--- config.mk ---
export PLATFORM = sky130hd
export DESIGN_NAME = password
export DESIGN_NICKNAME = d
export VERILOG_FILES = /design/src/rtl/password_pkg.sv /design/src/rtl/password_btn_edge.sv /design/src/rtl/password.sv
export SDC_FILE = /design/constraint.sdc
export NUM_CORES = 1
export LEC_CHECK = 0
export CAP_MARGIN = 30
export CORE_ASPECT_RATIO = 0.6
export CORE_MARGIN = 1.5
export CORE_UTILIZATION = 30
export CTS_CLUSTER_DIAMETER = 50
export DETAILED_ROUTE_END_ITERATION = 12
export GPL_TIMING_DRIVEN = 0
export HOLD_SLACK_MARGIN = 0.03
export PLACE_DENSITY_LB_ADDON = 0.3
export SLEW_MARGIN = 15
export SYNTH_ARGS = -nofsm -noshare
export SYNTH_HDL_FRONTEND = slang
export SYNTH_HIERARCHICAL = 1
export SYNTH_SLANG_ARGS = --single-unit
--- constraint.sdc ---
create_clock -name clk -period 2.6 [get_ports clk]
set_input_delay 0.39 -clock clk [delete_from_list [all_inputs] [get_ports clk]]
set_output_delay 0.39 -clock clk [all_outputs]
set_load 0.02 [all_outputs]
--- src/rtl/password_pkg.sv ---
// Shared definitions for the password lock: FSM states, button symbol codes,
// parameter defaults, the power-up password and the LED helpers.
package password_pkg;

  typedef enum logic [1:0] {
    IDLE_ARMED,
    UNLOCKED,
    EXPLODED
  } state_t;

  localparam logic [1:0] CODE_BTN0 = 2'd0;
  localparam logic [1:0] CODE_BTN1 = 2'd1;
  localparam logic [1:0] CODE_BTN2 = 2'd2;

  localparam int unsigned PW_LEN_DEF   = 4;
  localparam int unsigned MAX_FAIL_DEF = 3;

  // Power-up password, oldest symbol first.
  localparam logic [1:0] DEFAULT_PW [4] = '{CODE_BTN0, CODE_BTN1, CODE_BTN2, CODE_BTN0};

  localparam logic [3:0] LED_UNLOCKED = 4'b1111;
  localparam logic [3:0] LED_EXPLODED = 4'b1010;

  // Longer passwords repeat the default pattern.
  function automatic logic [1:0] default_code(input int unsigned i);
    return DEFAULT_PW[i[1:0]];
  endfunction

  // Thermometer code on the 4-bit display; counts above 4 show all LEDs lit.
  function automatic logic [3:0] therm(input int unsigned n);
    logic [3:0] t;
    for (int unsigned i = 0; i < 4; i++) t[i] = (i < n);
    return t;
  endfunction

endpackage

--- src/rtl/password_btn_edge.sv ---
// btn_edge: registers one push button and flags a press.
//   clk, async_nreset : clock, asynchronous active-low reset
//   btn               : raw button level, synchronous to clk
//   press             : one-cycle pulse on a 0->1 transition of the sampled level
module btn_edge (
  input  logic clk,
  input  logic async_nreset,
  input  logic btn,
  output logic press
);

  logic sample;
  logic prev;

  always_ff @(posedge clk or negedge async_nreset) begin
    if (!async_nreset) begin
      sample <= 1'b0;
      prev   <= 1'b0;
    end else begin
      sample <= btn;
      prev   <= sample;
    end
  end

  assign press = sample & ~prev;

endmodule

--- src/rtl/password.sv ---
// password: three-button combination lock.
//   clk, async_nreset  : clock, asynchronous active-low reset
//   btn0, btn1, btn2   : buttons carrying symbols 0, 1, 2
//   mode               : 0 = program the password, 1 = unlock attempt
//   unlocked, explode  : sticky result flags (mutually exclusive)
//   led                : progress thermometer, or 1111 unlocked / 1010 exploded
module password
  import password_pkg::*;
#(
  parameter int unsigned PW_LEN   = PW_LEN_DEF,
  parameter int unsigned MAX_FAIL = MAX_FAIL_DEF
) (
  input  logic       clk,
  input  logic       async_nreset,
  input  logic       btn0,
  input  logic       btn1,
  input  logic       btn2,
  input  logic       mode,
  output logic       unlocked,
  output logic       explode,
  output logic [3:0] led
);

  localparam int unsigned IDX_W  = (PW_LEN > 1) ? $clog2(PW_LEN) : 1;
  localparam int unsigned PRG_W  = $clog2(PW_LEN + 1);
  localparam int unsigned FAIL_W = $clog2(MAX_FAIL + 1);

  state_t            state;
  logic [IDX_W-1:0]  idx;
  logic [PRG_W-1:0]  prg_cnt;
  logic [FAIL_W-1:0] fail_cnt;
  logic [1:0]        pw    [PW_LEN];
  logic [1:0]        entry [PW_LEN];

  logic p0, p1, p2;
  logic mode_s, mode_p;
  logic mode_chg;
  logic press_ok;
  logic [1:0] code;
  logic attempt_ok;

  btn_edge u_edge0 (.clk(clk), .async_nreset(async_nreset), .btn(btn0), .press(p0));
  btn_edge u_edge1 (.clk(clk), .async_nreset(async_nreset), .btn(btn1), .press(p1));
  btn_edge u_edge2 (.clk(clk), .async_nreset(async_nreset), .btn(btn2), .press(p2));

  // Mode is delayed like the buttons so a mode change and a press that were
  // driven together land in the same cycle, where the press is dropped.
  always_ff @(posedge clk or negedge async_nreset) begin
    if (!async_nreset) begin
      mode_s <= 1'b0;
      mode_p <= 1'b0;
    end else begin
      mode_s <= mode;
      mode_p <= mode_s;
    end
  end

  assign mode_chg = mode_s ^ mode_p;
  assign press_ok = $onehot({p2, p1, p0});
  assign code     = p2 ? CODE_BTN2 : (p1 ? CODE_BTN1 : CODE_BTN0);

  // Final press is compared directly, the earlier ones come from entry[].
  always_comb begin
    attempt_ok = (code == pw[PW_LEN-1]);
    for (int unsigned i = 0; i < PW_LEN - 1; i++) begin
      if (entry[i] != pw[i]) attempt_ok = 1'b0;
    end
  end

  always_ff @(posedge clk or negedge async_nreset) begin
    if (!async_nreset) begin
      state    <= IDLE_ARMED;
      idx      <= '0;
      prg_cnt  <= '0;
      fail_cnt <= '0;
      unlocked <= 1'b0;
      explode  <= 1'b0;
      led      <= '0;
      for (int unsigned i = 0; i < PW_LEN; i++) begin
        pw[i]    <= default_code(i);
        entry[i] <= '0;
      end
    end else begin
      case (state)
        IDLE_ARMED: begin
          if (mode_chg) begin
            idx     <= '0;
            prg_cnt <= '0;
            led     <= '0;
          end else if (press_ok) begin
            if (!mode_s) begin
              for (int unsigned i = 0; i < PW_LEN - 1; i++) pw[i] <= pw[i+1];
              pw[PW_LEN-1] <= code;
              if (prg_cnt != PRG_W'(PW_LEN)) begin
                prg_cnt <= prg_cnt + PRG_W'(1);
                led     <= therm(32'(prg_cnt) + 32'd1);
              end
            end else begin
              entry[idx] <= code;
              if (idx == IDX_W'(PW_LEN - 1)) begin
                idx <= '0;
                if (attempt_ok) begin
                  state    <= UNLOCKED;
                  unlocked <= 1'b1;
                  led      <= LED_UNLOCKED;
                end else begin
                  fail_cnt <= fail_cnt + FAIL_W'(1);
                  if (fail_cnt == FAIL_W'(MAX_FAIL - 1)) begin
                    state   <= EXPLODED;
                    explode <= 1'b1;
                    led     <= LED_EXPLODED;
                  end else begin
                    led <= '0;
                  end
                end
              end else begin
                idx <= idx + IDX_W'(1);
                led <= therm(32'(idx) + 32'd1);
              end
            end
          end
        end
        default: ;  // UNLOCKED / EXPLODED hold until reset
      endcase
    end
  end

endmodule

# Yosys cells after proc, flatten, opt, wreduce, memory -nomap -nowiden
# Cells that the tools add are included.
totals:
  in_bits: 6
  output_inout_bits: 6
  register_bits: 39
op_classes:
  addsub: 7
  mux: 25
  n_eq_ne: 9
  reduce_logical: 16
  n_bitwise: 11
  n_lt_le_gt_ge: 10
op_table:
  columns: ["cell", "count"]
  rows:
  - ["4-bit two-way mux", 7]
  - ["6-bit AND reduction", 3]
  - ["2-bit two-way mux", 8]
  - ["3-bit two-way mux", 4]
  - ["4-bit AND reduction", 3]
  - ["8-bit bitwise mux", 1]
  - ["1-bit by 4-bit < comparator with 1-bit output, first input constant", 2]
  - ["2-bit by 4-bit < comparator with 1-bit output, first input constant", 2]
  - ["2-bit nonzero test", 4]
  - ["7-bit AND reduction", 1]
  - ["1-bit by 3-bit < comparator with 1-bit output, first input constant", 2]
  - ["2-bit by 3-bit < comparator with 1-bit output, first input constant", 2]
  - ["2-bit inequality test", 3]
  - ["1-bit inverter", 6]
  - ["3-bit AND reduction", 2]
  - ["2-bit by 1-bit adder with 2-bit output, second input constant", 2]
  - ["3-bit by 1-bit adder with 4-bit output, second input constant", 1]
  - ["2-bit demux with 2-bit select", 1]
  - ["2-bit == test, second input constant", 2]
  - ["1-bit two-way mux", 4]
  - ["2-bit by 1-bit adder with 3-bit output, second input constant", 1]
  - ["3-bit by 1-bit adder with 3-bit output, second input constant", 1]
  - ["1-bit AND", 3]
  - ["3-bit >= comparator, second input constant", 1]
  - ["other kinds (12)", 12]

# Longest topological paths before layout
# Gate-level depths: netlist of the first run.
depth:
  depth_word: 13
  ltp_mapped: 8

# By module
# Netlist of the first run, hierarchy kept.
by_module_without_submodules:
  columns: ["module", "cells_each", "seq_area_each_um2", "instances", "area_each_um2"]
  rows:
  - ["password", 156, 778.2, 1, 1679.1]
  - ["btn_edge", 3, 50.0, 3, 63.8]

# Worst setup path after synthesis of the first run
# No wires, ideal clock.
synth_path:
  path_kind: "register -> register"
  startpoint: "reg u_edge2.prev"
  endpoint: "reg fail_cnt[1]"
  path_slack_ns: 0.558
  t_arrival_ns: 1.962
  stages_incl_launch_ff: 9
  path_buffers: 0
  path_cell_list: "dfrtp_1 -> nor2b_4 -> inv_1 -> fa_1 -> nor2b_4 -> nand2_2 -> nor3_1 -> a21boi_2 -> mux2i_1"
synth_between:
  elab_chain_len: 9
  elab_cells_between_ends: 11
  cone_classes: "add/sub: 1; eq/ne: 2; mux: 4; bitwise: 3; reduce/logical: 1"
synth_lines:
  columns: ["element", "line", "rtl"]
  rows:
  - ["start, declared", "password_btn_edge.sv:13", "logic prev;"]
  - ["start signal, assigned", "password_btn_edge.sv:21", "prev <= sample;"]
  - ["1-bit inverter", "password_btn_edge.sv:25", "assign press = sample & ~prev;"]
  - ["1-bit AND", "password_btn_edge.sv:25", null]
  - ["2-bit two-way mux", "password.sv:60", "assign code = p2 ? CODE_BTN2 : (p1 ? CODE_BTN1 : CODE_BTN0);"]
  - ["net code[1]", "password.sv:39", "logic [1:0] code;"]
  - ["2-bit == test", "password.sv:64", "attempt_ok = (code == pw[PW_LEN-1]);"]
  - ["1-bit two-way mux (3 in a row)", "password.sv:66", "if (entry[i] != pw[i]) attempt_ok = 1'b0;"]
  - ["1-bit inverter (no source line)", null, null]
  - ["6-bit AND reduction (no source line)", null, null]
  - ["end signal, assigned", "password.sv:107", "fail_cnt <= fail_cnt + FAIL_W'(1);"]
  - ["end, declared", "password.sv:31", "logic [FAIL_W-1:0] fail_cnt;"]
# The timed path passes the listed nets, and every way through them passes these cells.
# A chain may end at the register's enable or synchronous reset.

# Worst setup path in the final report of the first run
# Ends and elaborated chain as after synthesis.

==> impl_metrics.ini, run 1 <==
[outcome]
status = completed

[worst_setup_path]
critPathBufInv = 1
crit_path_max_incr_delay_ns = 0.49
cp_max_fo = 5
endpoint = fail_cnt[1]$_DFFE_PN0P_
r2r-end = fail_cnt[1]$_DFFE_PN0P_
worstPathCellList = nor2b_4 -> inv_1 -> fa_1 -> nor2b_4 -> nand2_2 -> nor3_1 -> a21boi_2 -> mux2i_1
crit_arrival_ns = 2.46
worstRegToRegCells = 8
path_depth = 8
cp-start-kind = register
crit_start = u_edge2/prev$_DFF_PN0_
cpMostUsedCell = nor2b_4
crit_path_top_delay_cell = fa_1
critPathTopFamily = simple AND/OR/NAND/NOR gates
worst-setup-path-type = register to register
r2r_start = u_edge2/prev$_DFF_PN0_
critPathRequiredTime_ns = 2.81
cp-end-kind = register
reg2reg_slack_ns = 0.36

[place]
io_buffers = 11
dp_hpwl_microns = 2578
place_ws_ns = 0.2996
gpl.final_weighted_congestion = 0.8133

[synthesis]
syn_area_per_cell_sq_um = 11.34
synth-seq-cells = 37
synth_cells = 165
yosysWarnings = 6
syn_nets = 185
synth_top_cell_by_area = dfrtp_1
synth_top_area_share_pct = 46.82
synth_cell_type_count = 34
synth_area_leaders = dfrtp_1 (47%), ha_1 (8.7%), mux2_1 (6.0%)
seq_area_frac_synth_pct = 49.63
syn_area_sq_um = 1871

[cts]
cts_tree = done
clock-sinks = 37
cts_buffer_depth = 2
postCtsSetupBuffers = 0
cts_max_level = 2
numCtsBuffers = 5
path_clk_slew_ns = 0.07
clk_latency_ns = 0.29
cts-root-buf = clkbuf_8

[timing]
setup_violations = 0
period_share_pct = 86.31
finalHoldViolCount = 0
fin_setup_tns_ns = 0
whs_ns = 0.3934
worst_slew_pin_slew_ns = 0.5108
rsz0062_at_grt = false
drv_slew = 0
fin_skew_ns = 0.005069
worst_slack_ns = 0.3559
timing.slew.headroom_pct = 65.80
max_freq_mhz = 445.6
min_period_ns = 2.244

[power]
total_power_uw = 2025
pwr-share-seq_pct = 43.2
cellLeakagePower_uw = 0.001011
pwr-share-comb_pct = 36.2
ir_worst_vdd_mv = 0.2996
powerDensity_nw_per_um2 = 920.2
p_clk_share_pct = 20.6
internal_power_uw = 1266
power.switching_uw = 759.3
swShare_pct = 37.49

[finish]
area_growth_pct = 17.66
final_core_util_pct = 36.34
final_cell_mix = dfrtp_1 (35), nand2_1 (18), inv_1 (14)
nFillCells = 624
num_antenna_cells = 0
layout-drive-gt1-share_pct = 12.97
num-nets-final = 205
layout_commonest_cell = dfrtp_1

[routing]
vias = 1175
drc = 0
routed_via_density = 4.368
drt_iter0_markers = 40
final_antenna_net_count = 0
drt_pass1_iterations = 4
wl_per_cell_microns = 12.60
wl_microns = 3390

[die]
die_width_microns = 104.9
dieArea_sq_um = 6733
io_pins = 12
start_util_pct = 30.89
core_sq_um = 6056
fp.dieH_microns = 64.17
rows = 22

[job]
cap_violations = 0

[global_routing]
grt_pass1_wl_microns = 5851
grt_antenna_before_repair = 0
grt_pass1_vias = 1131
track_usage_pct = 11.69
grt_start_max_net_pins = 33
grt.overflow.total = 0

[min_path]
hp-start = u_edge0/sample$_DFF_PN0_
hp-class = register to register
-- power groups by stage --
| stage | Sequential (uW) | Clock, uW | Combinational [uW] |
|---|---|---|---|
| finish | 874 | 417 | 734 |
| global route | 903 | 457 | 824 |
| CTS | 877 | 433 | 741 |
| detailed placement | 889 | 0 | 738 |
| global placement | 884 | 0 | 728 |
| floorplan | 888 | 0 | 509 |
-- cell families after synthesis --
logic type / Yosys count / share of synthesized area, %
compound gates: 36 / 11.57
xor+xnor: 9 / 4.615
fa+ha+maj: 14 / 9.766
buf+inv: 16 / 3.612
flops: 37 / 49.63
mux: 12 / 7.090
simple gates: 41 / 13.71
-- routing by layer --
| layer | share of wire [%] | GRT usage [%] |
|---|---|---|
| met1 | 60 | 18.71 |
| met2 | 34 | 13.40 |
| met3 | 4.1 | 3.673 |
| met4 | 1.7 | 5.137 |
| met5 | 0 | 0 |
-- per-stage QoR --
| stage | std cells | cell area [sq um] |
|---|---|---|
| 6_report | 269 | 2201 |
| 5_1_grt | 269 | 2201 |
| 4_1_cts | 269 | 2201 |
| 3_5_place_dp | 261 | 2101 |
| 3_3_place_gp | 260 | 2086 |
| 2_1_floorplan | 165 | 1871 |
-- synthesized netlist by cell type --
cell type	count
a31o_1	1
nor3_4	2
nor2_4	1
nand3_1	3
o22ai_1	2
nor2_1	6
nand2_1	18
mux2i_1	2
xor2_2	1
nand2_2	1
xnor2_1	4
inv_1	14
a21boi_2	1
nor3_1	2
a21oi_1	6
ha_1	13
nand3_2	1
o21ai_1	8
clkbuf_1	1
and2_1	1
o31ai_1	1
o211ai_1	1
a31oi_1	3
dfrtp_1	35
dfstp_2	2
mux2_1	10
and3_1	1
buf_6	1
nor2b_4	5
o21ai_0	8
a21o_1	3
a311oi_1	2
xor2_1	4
fa_1	1
-- cell type report --
class	count	area [sq um]	area share, %
Multi-Input combinational cell	112	874.6	39.74
Clock inverter	1	7.507	0.3411
Inverter	14	52.55	2.388
Tap cell	84	105.1	4.775
Sequential cell	37	928.4	42.18
Clock buffer	6	82.58	3.752
Buffer	2	15.01	0.6822
Timing Repair Buffer	13	135.1	6.140
-- flip-flops by register name (all words and copies together) (netlist names), 2 cells and up --
signal and cells:
idx 2, entry 6, state 2, fail_cnt 2
prg_cnt 3, led 4, pw 8
-- worst min path at each step --
stage,endpoint,slack (ns),cells past startpoint
detailed placement,pw[6]$_DFFE_PN0P_,0.24,1
finish,u_edge0/prev$_DFF_PN0_,0.39,0
global placement,u_edge0/prev$_DFF_PN0_,0.37,0
global route,u_edge0/prev$_DFF_PN0_,0.41,0
CTS,u_edge0/prev$_DFF_PN0_,0.40,0
floorplan,entry[2]$_DFFE_PN0P_,0.09,0
-- worst register-to-register path, delay by kind of cell (launching register included) --
family                   cells  cell delay, ns
multiplexers                 1            0.23
AO/OA/AOI/OAI                1            0.32
buffers and inverters        1            0.13
adder cells (fa/ha/maj)      1            0.49
flip-flops                   1            0.40
AND/OR/NAND/NOR              4            0.61
-- what timing repair did --
action	in CTS	in global routing
endpoints found under the hold margin	5	0
resized for setup	0	0
hold buffers	1	0
(Power assumes the default switching activity.)
==> run 2: changes to the inputs <==
Settings changed: CTS_CLUSTER_DIAMETER 50 to 30.
==> results of run 2 <==
The final DEF is identical to that of run 1; final timing and power are the same.
==> run 3: changes to the inputs <==
Settings changed: SYNTH_HIERARCHICAL 1 to unset.
Clock period 2.6 ns to 2 ns, I/O delays scaled along.
==> run 3 against run 2 <==
Net effect: the flow now finishes with violations (negative setup slack); global-route usage is 0.20 points lower; critical path depth decreased by 1; non-clock buffer count rose by 11; hold slack worse by 0.00070 ns; first-iteration DRC count fell by 10%; combinational power rose by 32%; synthesized area decreased by 1.3%; power grew 38%; core utilization up 3.9 points; synthesized cell count down 3.6%; critical endpoint is now prg_cnt[2]$_DFFE_PN0P_; largest cell class unchanged.
==> impl_metrics.ini, run 3 <==
[outcome]
status = finished, violations left
violations = negative setup slack

[power]
total_power_uw = 2786
cellLeakagePower_uw = 0.001086
ir_worst_vdd_mv = 0.3300
powerDensity_nw_per_um2 = 1202

[worst_setup_path]
r2r-end = prg_cnt[2]$_DFFE_PN0P_
r2r_start = u_edge0.sample$_DFF_PN0_
reg2reg_slack_ns = -0.11
crit_path_max_incr_delay_ns = 0.53
cp-end-kind = register
cp-start-kind = register
crit_path_top_delay_cell = fa_1
crit_start = u_edge0.sample$_DFF_PN0_
critPathTopFamily = simple AND/OR/NAND/NOR gates
worst-setup-path-type = register to register
cp_max_fo = 5
worstRegToRegCells = 7
crit_arrival_ns = 2.32
worstPathCellList = nor2b_4 -> fa_1 -> nor2b_4 -> o21ai_2 -> or3_4 -> or2_4 -> o21ai_2
critPathBufInv = 0
critPathRequiredTime_ns = 2.21

[synthesis]
syn_area_sq_um = 1847
synth_cells = 159
async_flop_share_pct = 100.0
syn_area_per_cell_sq_um = 11.61
synth_cell_type_count = 36
synth_ff_type = dfrtp_1
synth-edff-count = 0
synth_area_leaders = dfrtp_1 (47%), ha_1 (8.8%), mux2_2 (8.5%)
synth-seq-cells = 37
syn_nets = 179
yosysMostFrequentCell = dfrtp_1
yosysWarnings = 0
ys_top_cells_by_count = dfrtp_1 (35), mux2_2 (14), nand2_1 (14)
synth_top_area_share_pct = 47.43
seq_area_frac_synth_pct = 50.27
synth_top_cell_by_area = dfrtp_1

[timing]
worst_slew_pin_slew_ns = 0.4651
min_period_ns = 2.111
finalHoldViolCount = 0
setup_violations = 5
worst_slack_ns = -0.1106
period_share_pct = 105.5
max_freq_mhz = 473.8
rsz0062_at_grt = true
timing.slew.headroom_pct = 68.67
fin_setup_tns_ns = -0.2759
fin_skew_ns = 0.004129
drv_slew = 0

[routing]
wl_per_cell_microns = 12.65
final_antenna_net_count = 0
vias = 1180
drt_pass1_iterations = 4
routed_via_density = 4.387
drc = 0
wl_microns = 3404
drt_iter0_markers = 36

[die]
die_width_microns = 104.3
start_util_pct = 32.09
rows = 21
fp.dieH_microns = 63.78
dieArea_sq_um = 6651
core_sq_um = 5754
io_pins = 12

[finish]
final_core_util_pct = 40.27
largest_reg_flops = 8
layout_commonest_cell = dfrtp_1
regMostFlops = pw
num-nets-final = 208
layout-drive-gt1-share_pct = 29.63
final_cell_mix = dfrtp_1 (35), mux2_2 (14), ha_1 (13)
fin_area_sq_um = 2317
reg_top3 = pw: 8 flops, entry: 6 flops, led: 4 flops
num_antenna_cells = 0
area_growth_pct = 25.47

[global_routing]
grt_antenna_before_repair = 0
grt_pass1_wl_microns = 5823
grt.overflow.total = 0
grt_start_max_net_pins = 27
grt_pass1_vias = 1124
track_usage_pct = 11.49

[min_path]
holdPathStages = 0
min_to = u_edge1.prev$_DFF_PN0_
hp-class = register to register
hp-start = u_edge1.sample$_DFF_PN0_

[cts]
cts_max_level = 2
numCtsBuffers = 5
cts_tree = done
clock-sinks = 37
cts-root-buf = clkbuf_8
cts_buffer_depth = 2
clk_latency_ns = 0.28
path_clk_slew_ns = 0.08

[place]
place_ws_ns = -0.3131
gpl.final_weighted_congestion = 0.7325
place_area_sq_um = 2093
dp_hpwl_microns = 2441
io_buffers = 11

[job]
cap_violations = 0
## run 3: cell count changes after synthesis, sizes merged, moves of 3 or more
| cell | previous run | this run |
|---|---|---|
| nand2 | 19 | 14 |
| inv | 14 | 11 |
| nand2b | 0 | 3 |
| o21ai | 16 | 12 |
| nor3 | 4 | 1 |
| xor2 | 5 | 1 |
| a22oi | 0 | 4 |
| xnor2 | 4 | 7 |
| a31oi | 3 | 0 |
| mux2 | 10 | 14 |
| nand3 | 4 | 1 |
## run 3: kinds of logic (layout without fill, tap and decap cells)
family	count (synthesis)	in the layout	share of synthesized area [%]
AND/OR/NAND/NOR	38	38	11.18
adder cells (fa/ha/maj)	14	14	9.892
AO/OA/AOI/OAI	31	31	11.31
buffers and inverters	15	45	3.929
flip-flops	37	37	50.27
multiplexers	16	16	9.621
XOR/XNOR	8	8	3.794
## run 3: layer usage
layer	global-route usage, %	share of wire [%]	vias to the layer above
met5	0	0	-
met4	2.604	0.44	0
met3	3.776	3.7	2
met2	13.49	36	19
met1	19.00	60	566
li1	-	-	593
## run 3: worst reg2reg max path: stages, from the launching register on
cell and delay [ns]:
dfrtp_1 0.39, nor2b_4 0.13, fa_1 0.53, nor2b_4 0.18, o21ai_2 0.07, or3_4 0.37
or2_4 0.26, o21ai_2 0.11
## run 3: what timing repair did
action,in CTS,in global routing
setup buffers,7,4
endpoints found under the setup margin,24,25
hold buffers,1,0
gates resized for setup,6,8
endpoints found under the hold margin,11,0
pin swaps,6,4
## run 3: area by class of cell
| type | count | area [sq um] |
|---|---|---|
| inverters | 11 | 41.29 |
| fillers | 554 | 3437 |
| repair buffers | 23 | 210.2 |
| clock inverters | 1 | 30.03 |
| flip-flops and latches | 37 | 928.4 |
| multi-input cells | 107 | 900.9 |
| clock buffers | 7 | 86.33 |
| plain buffers | 3 | 20.02 |
| well taps | 80 | 100.1 |
## run 3: worst max-delay path by stage
stage / slack (ns) / cells past startpoint / endpoint
3_3_place_gp: -0.36 / 1 / u_edge2.sample$_DFF_PN0_
2_1_floorplan: -0.07 / 8 / prg_cnt[0]$_DFFE_PN0P_
6_report: -0.11 / 7 / prg_cnt[2]$_DFFE_PN0P_
4_1_cts: -0.16 / 8 / prg_cnt[2]$_DFFE_PN0P_
3_5_place_dp: -0.31 / 8 / led[2]$_DFFE_PN0P_
5_1_grt: -0.22 / 8 / prg_cnt[2]$_DFFE_PN0P_
## run 3: through the flow
| step | instances | hold WS [ns] |
|---|---|---|
| CTS | 266 | 0.3942 |
| global route | 269 | 0.4042 |
| finish | 269 | 0.3927 |
| floorplan | 159 | 0.004409 |
| global placement | 250 | 0.3596 |
| detailed placement | 251 | 0.2184 |
## run 3: power breakdown
group	total [uW]	internal [uW]	switching, uW
Clock	673	407	266
Combinational	969	488	481
Sequential	1140	960	183
Total	2790	1860	930
